`src/rtl/mux_nch_scan.sv`:
```
// mux_nch_scan: registered NCH-channel, W-bit mux with a single output slot.
//   Latency: one cycle from capture decision to out_valid; DIRECT (host sel/req) or SCAN (round-robin, DWELL spacing).
//   Backpressure: slot holds while out_valid & !out_ready; req_ready drops and the scanner stalls without skipping a channel.
// Ports:
//   clk, rst_n              clock, asynchronous active-low reset
//   in_data[NCH*W]          packed channels, channel k = in_data[k*W +: W]
//   mode                    0 = DIRECT, 1 = SCAN
//   sel, req, req_ready     DIRECT-mode select, capture request, slot-free indication
//   out_data, out_ch,       captured data, its channel index, out-of-range flag
//   out_err
//   out_valid, out_ready    output slot handshake
module mux_nch_scan #(
  parameter  int NCH   = 16,
  parameter  int W     = 8,
  parameter  int DWELL = 1,
  localparam int SELW  = (NCH > 1) ? $clog2(NCH) : 1
) (
  input  logic              clk,
  input  logic              rst_n,
  input  logic [NCH*W-1:0]  in_data,
  input  logic              mode,
  input  logic [SELW-1:0]   sel,
  input  logic              req,
  output logic              req_ready,
  output logic [W-1:0]      out_data,
  output logic [SELW-1:0]   out_ch,
  output logic              out_err,
  output logic              out_valid,
  input  logic              out_ready
);

  localparam logic [7:0]      CNT_LAST = 8'(DWELL - 1);
  localparam logic [SELW-1:0] POS_LAST = SELW'(NCH - 1);
  localparam logic [SELW:0]   NCH_V    = (SELW + 1)'(NCH);

  logic [SELW-1:0] scan_pos, scan_pos_nxt, pos_eff;
  logic [7:0]      dwell_cnt, dwell_nxt, cnt_eff;
  logic            mode_q;

  logic            free;
  logic            mode_rise;
  logic            sel_ok;
  logic            dwell_done;
  logic            direct_cap, scan_cap, cap;
  logic [W-1:0]    sel_dat, scan_dat, cap_dat;
  logic [SELW-1:0] cap_ch;
  logic            cap_err;

  assign free      = !out_valid | out_ready;
  assign req_ready = free & !mode;
  assign mode_rise = mode & !mode_q;

  // On the first SCAN cycle the scanner behaves as if freshly restarted, so
  // the first sample lands DWELL cycles after the mode rise.
  assign pos_eff    = mode_rise ? '0 : scan_pos;
  assign cnt_eff    = mode_rise ? '0 : dwell_cnt;
  assign dwell_done = (cnt_eff == CNT_LAST);

  assign sel_ok     = ({1'b0, sel} < NCH_V);
  assign direct_cap = req & req_ready;
  assign scan_cap   = mode & dwell_done & free;
  assign cap        = direct_cap | scan_cap;

  // Compare-and-select muxes keep every index in range, including
  // non-power-of-two NCH where sel can name a channel that does not exist.
  always_comb begin
    sel_dat  = '0;
    scan_dat = '0;
    for (int k = 0; k < NCH; k++) begin
      if (sel == SELW'(k))     sel_dat  = in_data[k*W +: W];
      if (pos_eff == SELW'(k)) scan_dat = in_data[k*W +: W];
    end
  end

  always_comb begin
    cap_dat = '0;
    cap_ch  = sel;
    cap_err = 1'b0;
    if (mode) begin
      cap_dat = scan_dat;
      cap_ch  = pos_eff;
    end else begin
      cap_dat = sel_ok ? sel_dat : '0;
      cap_err = !sel_ok;
    end
  end

  always_comb begin
    scan_pos_nxt = scan_pos;
    dwell_nxt    = dwell_cnt;
    if (mode) begin
      if (dwell_done) begin
        if (free) begin
          scan_pos_nxt = (pos_eff == POS_LAST) ? '0 : SELW'(pos_eff + 1'b1);
          dwell_nxt    = '0;
        end else begin
          // Stall: hold the due channel until the slot frees.
          scan_pos_nxt = pos_eff;
          dwell_nxt    = cnt_eff;
        end
      end else begin
        scan_pos_nxt = pos_eff;
        dwell_nxt    = 8'(cnt_eff + 8'd1);
      end
    end
  end

  always_ff @(posedge clk or negedge rst_n) begin
    if (!rst_n) begin
      out_data  <= '0;
      out_ch    <= '0;
      out_err   <= 1'b0;
      out_valid <= 1'b0;
      scan_pos  <= '0;
      dwell_cnt <= '0;
      mode_q    <= 1'b0;
    end else begin
      mode_q    <= mode;
      scan_pos  <= scan_pos_nxt;
      dwell_cnt <= dwell_nxt;
      if (cap) begin
        out_data  <= cap_dat;
        out_ch    <= cap_ch;
        out_err   <= cap_err;
        out_valid <= 1'b1;
      end else if (out_ready) begin
        out_valid <= 1'b0;
      end
    end
  end

endmodule

```
`config.mk`:
```
export PLATFORM = sky130hd
export DESIGN_NAME = mux_nch_scan
export DESIGN_NICKNAME = d
export VERILOG_FILES = /design/src/rtl/mux_nch_scan.sv
export SDC_FILE = /design/constraint.sdc
export NUM_CORES = 1
export LEC_CHECK = 0
export ABC_AREA = 1
export BUFFER_PORTS_ARGS = -buffer_cell sky130_fd_sc_hd__buf_2
export CAP_MARGIN = 10
export CORE_MARGIN = 4
export CORE_UTILIZATION = 50
export DETAILED_ROUTE_END_ITERATION = 8
export GPL_TIMING_DRIVEN = 0
export PLACE_DENSITY = 0.86
export SYNTH_ARGS = -nofsm -noshare
export SYNTH_HDL_FRONTEND = slang
export SYNTH_SLANG_ARGS = --single-unit
```
`constraint.sdc`:
```
create_clock -name clk -period 2.87 [get_ports clk]
set_input_delay 0.287 -clock clk [delete_from_list [all_inputs] [get_ports clk]]
set_output_delay 0.287 -clock clk [all_outputs]
set_load 0.02 [all_outputs]
```
==> metrics.md, run 1 <==
| Metric | Value |
|---|---|
| Layout area overhead | `26.8%` |
| Clock-pin slew on the worst setup and hold paths | `0.09 ns` |
| Post-route ant nets | `0` |
| FF-to-FF setup slack | `0.12 ns` |
| Final worst-path cycle share | `95.7%` |
| CP max stage delay | `0.42 ns` |
| Pin count of the biggest net entering global routing | `27` |
| Final Setup Violations | `0` |
| Starting DRT DRC Count | `363` |
| Gr usage total | `30.8%` |
| Die Wd | `95.5 microns` |
| Detailed Routing Iterations Pass 1 | `6` |
| Setup TNS | `0 ns` |
| Vias | `5420` |
| Syn Inst Count | `691` |
| Core Util, Final | `66.2%` |
| H-tree levels | `1` |
| Post-synth EDFFs | `0` |
| Sink Count | `26` |
| Commonest cells post-synth | `nand2_1 (191), a21oi_1 (94), nor2_1 (84), inv_1 (78), nand3_1 (73)` |
| Max-slew violation count | `0` |
| Final min period | `2.75 ns` |
| Net count, final | `995` |
| Crit-path slowest cell | `dfrtp_1` |
| Largest cells by area after synthesis | `nand2_1 (19%), dfrtp_1 (17%), a21oi_1 (12%)` |
| Top-count cell post-synth | `nand2_1` |
| Synth area leader | `nand2_1` |
| Dpl ws | `-0.354 ns` |
| Share of layout cells above drive strength 1 | `24.8%` |
| Maximum clock frequency | `0.364 GHz` |
| Vias per cell | `5.71` |
| Worst r2r dst | `out_data[6]$_DFFE_PN0P_` |
| First-pass GRT wire length | `22600 microns` |
| Largest delay contributor family on the critical path | `simple AND/OR/NAND/NOR gates` |
| Remaining global-route overflow | `0` |
| CP Data Required Time | `3.04 ns` |
| Cts bufs inserted | `3` |
| Status | `finished, final reports clean` |
| DRC viols | `0` |
| Asr flop ratio synth | `100%` |
| Max-cap check violation count | `0` |
| RSZ-0062 raised after global routing | `yes` |
| CTS Buffer Depth | `2` |
| Synth Flop Type | `dfrtp_1` |
| Post-DP HPWL | `11900 microns` |
| Crit path arrival time | `2.91 ns` |
| Die height | `95.5 microns` |
| Vias in the first global route | `4835` |
| Row cnt | `31` |
| Origin of the critical flop-to-flop path | `mode_q$_DFF_PN0_` |
| Number of synthesized register bits | `26` |
| P per Cell Area | `570 nW/um^2` |
| Post-route insts no fill | `950` |
| Crit end category | `flip-flop` |
| Hold WC Path Type | `input pin to asynchronous set/reset pin` |
| Die ar. | `9120 sq um` |
| Worst Max-Slew Pin Slew | `0.624 ns` |
| Post-synthesis cell type count | `37` |
| Crit start category | `flip-flop` |
| Slack of the critical path | `0.123 ns` |
| WHS | `0.00155 ns` |
| Routed WL | `14700 microns` |
| Core area | `7330 sq um` |
| Seq/Total Area, Yosys | `17.0%` |
| Crit Path Category | `flip-flop to flip-flop` |
| GPL Wtd Cong | `0.943` |
| Number of diodes | `0` |
| CTS tree | `yes` |
| Leak | `2.52 nW` |
| Final hold violation count | `0` |
| Initial antenna violation count | `0` |
| Initial Util | `52.2%` |
| Worst reg-to-reg path cell count | `19` |
| Post-Syn Area | `3830 sq um` |
| Synth top area share | `18.7%` |
| # IOs | `152` |
| Worst path bufs/invs | `6` |
| Placed Instances | `940` |
| Worst-path maximum fanout | `10` |
| Clock root buffer master | `clkbuf_8` |
| VDD IR-drop max | `593 uV` |
| Mapped Nets | `834` |
| IO buf count | `150` |
| Skew-Pair Late Insertion Delay | `0.28 ns` |
| Worst-case clock skew | `0.00935 ns` |
| Ys Warns | `0` |
| Max-slew headroom | `58.2%` |
| WL per Instance | `15.4 microns` |
| Most frequent CP cell | `nand2_1` |
| Syn avg cell area | `5.54 sq um` |
| Worst-path cell chain | `nor2_4, nor2_2, inv_2, ha_1, buf_6, clkinvlp_4, buf_4, nor2_4, inv_2, buf_4, or2_2, nand3_1, nand3_1, nand2_1, nand2_1, nand2_1, nand2_1, nand2_1, a21oi_1` |
==> layout by cell type, fill, tap and decap left out, types with 2 or more instances in the layout <==
master | synthesis | routed
nor3_1 | 2 | 2
nand2_4 | 3 | 3
nand3_1 | 73 | 73
dfrtp_1 | 26 | 26
clkbuf_1 | 7 | 7
nor2_2 | 7 | 9
inv_2 | 6 | 7
nand2_1 | 191 | 191
ha_1 | 6 | 5
buf_4 | 4 | 11
nand2_2 | 4 | 4
or2_1 | 4 | 4
a221oi_1 | 7 | 7
or2_2 | 5 | 5
buf_2 | 3 | 151
nor2_8 | 2 | 2
or2_0 | 5 | 5
nand4_1 | 27 | 27
nor2_4 | 5 | 7
o21ai_1 | 5 | 5
inv_1 | 78 | 76
buf_6 | 1 | 2
xor2_1 | 4 | 4
a21oi_1 | 94 | 94
a31oi_1 | 4 | 4
o22ai_1 | 3 | 3
clkbuf_8 | 0 | 3
nor2_1 | 84 | 80
o21ai_0 | 22 | 22
==> worst register-to-register path: stages, from the launching register on <==
cell and delay (ns):
dfrtp_1 0.42, nor2_4 0.19, nor2_2 0.10, inv_2 0.08, ha_1 0.16, buf_6 0.13
clkinvlp_4 0.13, buf_4 0.18, nor2_4 0.13, inv_2 0.07, buf_4 0.17, or2_2 0.27
nand3_1 0.08, nand3_1 0.10, nand2_1 0.10, nand2_1 0.06, nand2_1 0.07, nand2_1 0.05
nand2_1 0.05, a21oi_1 0.06
==> through the flow <==
stage | cell area, sq um | power (mW)
6_report | 4850 | 2.77
5_1_grt | 4850 | 3.00
4_1_cts | 4790 | 2.68
3_5_place_dp | 4700 | 2.36
3_3_place_gp | 4700 | 2.30
2_1_floorplan | 3830 | 1.78
==> routing by layer <==
layer	vias up	global-route usage [%]	routed length (microns)
li1	2597	-	-
met1	2440	39.6	5760
met2	344	53.4	6860
met3	39	4.18	1680
met4	0	8.89	352
met5	-	0	0
==> state kept, by name, indices dropped and copies added (netlist names) <==
name       cells
dwell_cnt      8
mode_q         1
out_ch         4
out_data       8
out_valid      1
scan_pos       4
==> what timing repair did <==
action,4_1_cts,5_1_grt
hold buffers,0,0
pin swaps,1,2
endpoints found under the setup margin,8,8
gates resized for setup,3,10
buffers inserted,1,5
==> worst max path at each step <==
stage,to,start,cells after the start,slack (ns)
finish,out_data[6]$_DFFE_PN0P_,mode_q$_DFF_PN0_,19,0.12
global route,out_data[5]$_DFFE_PN0P_,mode_q$_DFF_PN0_,22,-0.06
floorplan,out_data[3]$_DFFE_PN0P_,mode_q$_DFF_PN0_,23,0.40
detailed placement,out_data[5]$_DFFE_PN0P_,mode,24,-0.35
CTS,out_data[5]$_DFFE_PN0P_,mode_q$_DFF_PN0_,22,0.01
global placement,out_data[5]$_DFFE_PN0P_,mode,24,-0.26
==> area by class of cell <==
type / instances / area [sq um]
Buffer: 16 / 106
Clock buffer: 3 / 41.3
Tap cell: 99 / 124
Inverter: 85 / 328
Clock inverter: 1 / 30.0
Fill cell: 679 / 2480
Sequential cell: 26 / 651
Timing Repair Buffer: 156 / 796
Multi-Input combinational cell: 564 / 2780
==> logic make-up (layout without fill, tap and decap cells) <==
| group | Yosys count | after routing | synth area share [%] |
|---|---|---|---|
| AOI/OAI and AO/OA | 138 | 138 | 19.4 |
| buffers and inverters | 101 | 261 | 11.0 |
| and+or+nand+nor | 414 | 414 | 49.3 |
| other | 1 | 1 | 0.0979 |
| adders and majority gates | 6 | 6 | 1.96 |
| xor gates and xnor gates | 5 | 5 | 1.14 |
| DFF | 26 | 26 | 17.0 |
==> power breakdown <==
part / internal (mW) / total [mW] / switching, mW / leakage (nW)
Clock: 0.187 / 0.307 / 0.120 / 0.0357
Combinational: 0.674 / 1.91 / 1.23 / 2.16
Sequential: 0.491 / 0.557 / 0.0654 / 0.324
Total: 1.35 / 2.77 / 1.42 / 2.52
No activity file was read; power rests on OpenSTA's default activity.
==> run 2: changes to the inputs <==
==> constraint.sdc (replaced) <==
create_clock -name clk -period 2.87 [get_ports clk]
set_input_delay 0.1435 -clock clk [delete_from_list [all_inputs] [get_ports clk]]
set_output_delay 0.1435 -clock clk [all_outputs]
set_load 0.02 [all_outputs]
==> run 2 against run 1 <==
Effect of this change:
- via count up 0.20%
- sequential power about the same
- fmax rose by 0.55%
- sequential cell count unchanged
- register-to-register slack about the same
- critical path depth unchanged
- core utilization rose by 0.14 points
- setup slack better by 0.015 ns
- total power up 0.38%
- cell area increased by 0.21%
- final cell count up 0.11%
- critical path type unchanged
- critical endpoint unchanged
- highest routed layer unchanged
==> metrics.md, run 2 (synthesis results as in run 1) <==
| Metric | Value |
|---|---|
| Clock root buffer master | `clkbuf_8` |
| First-pass GRT wire length | `22600 microns (about the same)` |
| Layout area overhead | `27.1%` |
| IO buf count | `150 (unchanged)` |
| Routed WL | `14700 microns (about the same)` |
| Final Setup Violations | `0 (unchanged)` |
| Row cnt | `31 (unchanged)` |
| Worst r2r dst | `out_data[6]$_DFFE_PN0P_` |
| Worst reg-to-reg path cell count | `19 (unchanged)` |
| Maximum clock frequency | `0.366 GHz (+0.55%)` |
| P per Cell Area | `571 nW/um^2 (+0.18%)` |
| Final min period | `2.73 ns (-0.0149 ns)` |
| Clock-pin slew on the worst setup and hold paths | `0.10 ns (about the same)` |
| Hold WC Path Type | `input pin to flip-flop` |
| Setup TNS | `0 ns (unchanged)` |
| WL per Instance | `15.4 microns (-0.12%)` |
| CP max stage delay | `0.42 ns (about the same)` |
| Die height | `95.5 microns (unchanged)` |
| Max-slew headroom | `57.8% (-0.42 points)` |
| Most frequent CP cell | `nand2_1` |
| RSZ-0062 raised after global routing | `yes` |
| FF-to-FF setup slack | `0.14 ns (about the same)` |
| Leak | `2.52 nW (+0.17%)` |
| Vias | `5431 (+0.20%)` |
| CP Data Required Time | `3.04 ns (about the same)` |
| Post-route ant nets | `0 (unchanged)` |
| Status | `finished, final reports clean` |
| Vias per cell | `5.71 (about the same)` |
| Most common cell after layout, fill and taps aside | `nand2_1` |
| Dpl ws | `-0.211 ns (+0.144 ns)` |
| GPL Wtd Cong | `0.943 (unchanged)` |
| Crit Path Category | `flip-flop to flip-flop` |
| Final worst-path cycle share | `95.2% (-0.52 points)` |
| Share of layout cells above drive strength 1 | `24.8% (-0.029 points)` |
| # IOs | `152 (unchanged)` |
| H-tree levels | `1 (unchanged)` |
| Skew-Pair Late Insertion Delay | `0.28 ns (about the same)` |
| Crit-path slowest cell | `dfrtp_1` |
| Placed Instances | `940 (unchanged)` |
| Remaining global-route overflow | `0 (unchanged)` |
| VDD IR-drop max | `592 uV (-0.19%)` |
| CTS Buffer Depth | `2 (unchanged)` |
| Gr usage total | `30.8% (about the same)` |
| Initial antenna violation count | `0 (unchanged)` |
| Max-slew violation count | `0 (unchanged)` |
| Sink Count | `26 (unchanged)` |
| WHS | `0.0567 ns (+0.0551 ns)` |
| Hold path cells | `1` |
| Pin count of the biggest net entering global routing | `27 (unchanged)` |
| Cts bufs inserted | `3 (unchanged)` |
| Crit end category | `flip-flop` |
| Max-cap check violation count | `0 (unchanged)` |
| Slack of the critical path | `0.138 ns (+0.0149 ns)` |
| Core area | `7330 sq um (unchanged)` |
| Number of diodes | `0 (unchanged)` |
| Hold endpoint | `mode_q$_DFF_PN0_` |
| Worst-path maximum fanout | `10 (unchanged)` |
| Regs by FF count | `dwell_cnt (8), out_data (8)` |
| Crit start category | `flip-flop` |
| Die ar. | `9120 sq um (unchanged)` |
| Starting DRT DRC Count | `394 (+8.5%)` |
| Detailed Routing Iterations Pass 1 | `8 (+2)` |
| Commonest cells after routing, fill and taps aside | `nand2_1 (191), buf_2 (151), a21oi_1 (94)` |
| Worst-case clock skew | `0.00886 ns (-0.000492 ns)` |
| Post-DP HPWL | `11900 microns (unchanged)` |
| Hold Startpoint | `mode` |
| CTS tree | `yes` |
| Worst-path cell chain | `nor2_4, nor2_2, inv_2, ha_1, buf_6, clkinvlp_4, buf_4, nor2_4, inv_2, buf_4, or2_2, nand3_1, nand3_1, nand2_1, nand2_1, nand2_1, nand2_1, nand2_1, a21oi_1` |
| Die Wd | `95.5 microns (unchanged)` |
| Net count, final | `996 (+0.10%)` |
| Origin of the critical flop-to-flop path | `mode_q$_DFF_PN0_` |
| Vias in the first global route | `4838 (+0.062%)` |
| Crit path arrival time | `2.90 ns (about the same)` |
| Initial Util | `52.2% (unchanged)` |
| Final hold violation count | `0 (unchanged)` |
| Worst Max-Slew Pin Slew | `0.631 ns (+0.00632 ns)` |
| DRC viols | `0 (unchanged)` |
| Post-route insts no fill | `951 (+0.11%)` |
run 2: cell types whose count changed in the layout (fill, tap and decap cells not counted):
| cell | change |
|---|---|
| dlygate4sd3_1 | +1 |
run 2: worst max path at each step:
stage                                start  slack (ns)  cells past startpoint                       to
after floorplan           mode_q$_DFF_PN0_        0.40                     23  out_data[3]$_DFFE_PN0P_
after global placement                mode       -0.12                     24  out_data[5]$_DFFE_PN0P_
after detailed placement              mode       -0.21                     24  out_data[5]$_DFFE_PN0P_
after CTS                 mode_q$_DFF_PN0_        0.01                     22  out_data[5]$_DFFE_PN0P_
after global routing      mode_q$_DFF_PN0_       -0.06                     22  out_data[5]$_DFFE_PN0P_
final                     mode_q$_DFF_PN0_        0.14                     19  out_data[6]$_DFFE_PN0P_
run 2: timing repair:
action	4_1_cts	5_1_grt
hold buffers	1	0
pin swaps	1	2
endpoints found under the setup margin	8	8
resized for setup	3	10
hold endpoints to repair	26	0
buffers inserted	1	5
run 2: power by group:
part	switching, mW	leakage, nW	internal (mW)
combinational	1.24	2.16	0.675
sequential	0.0661	0.324	0.491
clock	0.121	0.0357	0.187
run 2: metrics by stage:
stage	total power, mW	util [%]	area [sq um]
6_report	2.78	66.4	4860
4_1_cts	2.69	65.5	4800
2_1_floorplan	1.78	-	3830
3_3_place_gp	2.30	64.2	4700
5_1_grt	3.00	66.4	4860
3_5_place_dp	2.36	64.2	4700
run 2: layout make-up:
cell class              instances  area [sq um]
multi-input cells             564          2780
fillers                       677          2470
repair buffers                157           806
flip-flops and latches         26           651
inverters                      85           328
well taps                      99           124
plain buffers                  16           106
clock buffers                   3          41.3
clock inverters                 1          30.0
run 2: worst max-delay path: cells and delay by family (launching register included):
kind,cells,cell delay (ns)
buf+inv,6,0.76
flops,1,0.42
compound gates,1,0.06
fa+ha+maj,1,0.16
simple gates,11,1.20
run 2: per-layer routing:
metal  vias up  track usage [%]  wire length (microns)
met5         -                0                      0
met3        35             4.18                   1600
met1      2439             39.7                   5870
li1       2603                -                      -
met4         0             8.89                    272
met2       354             53.4                   6920
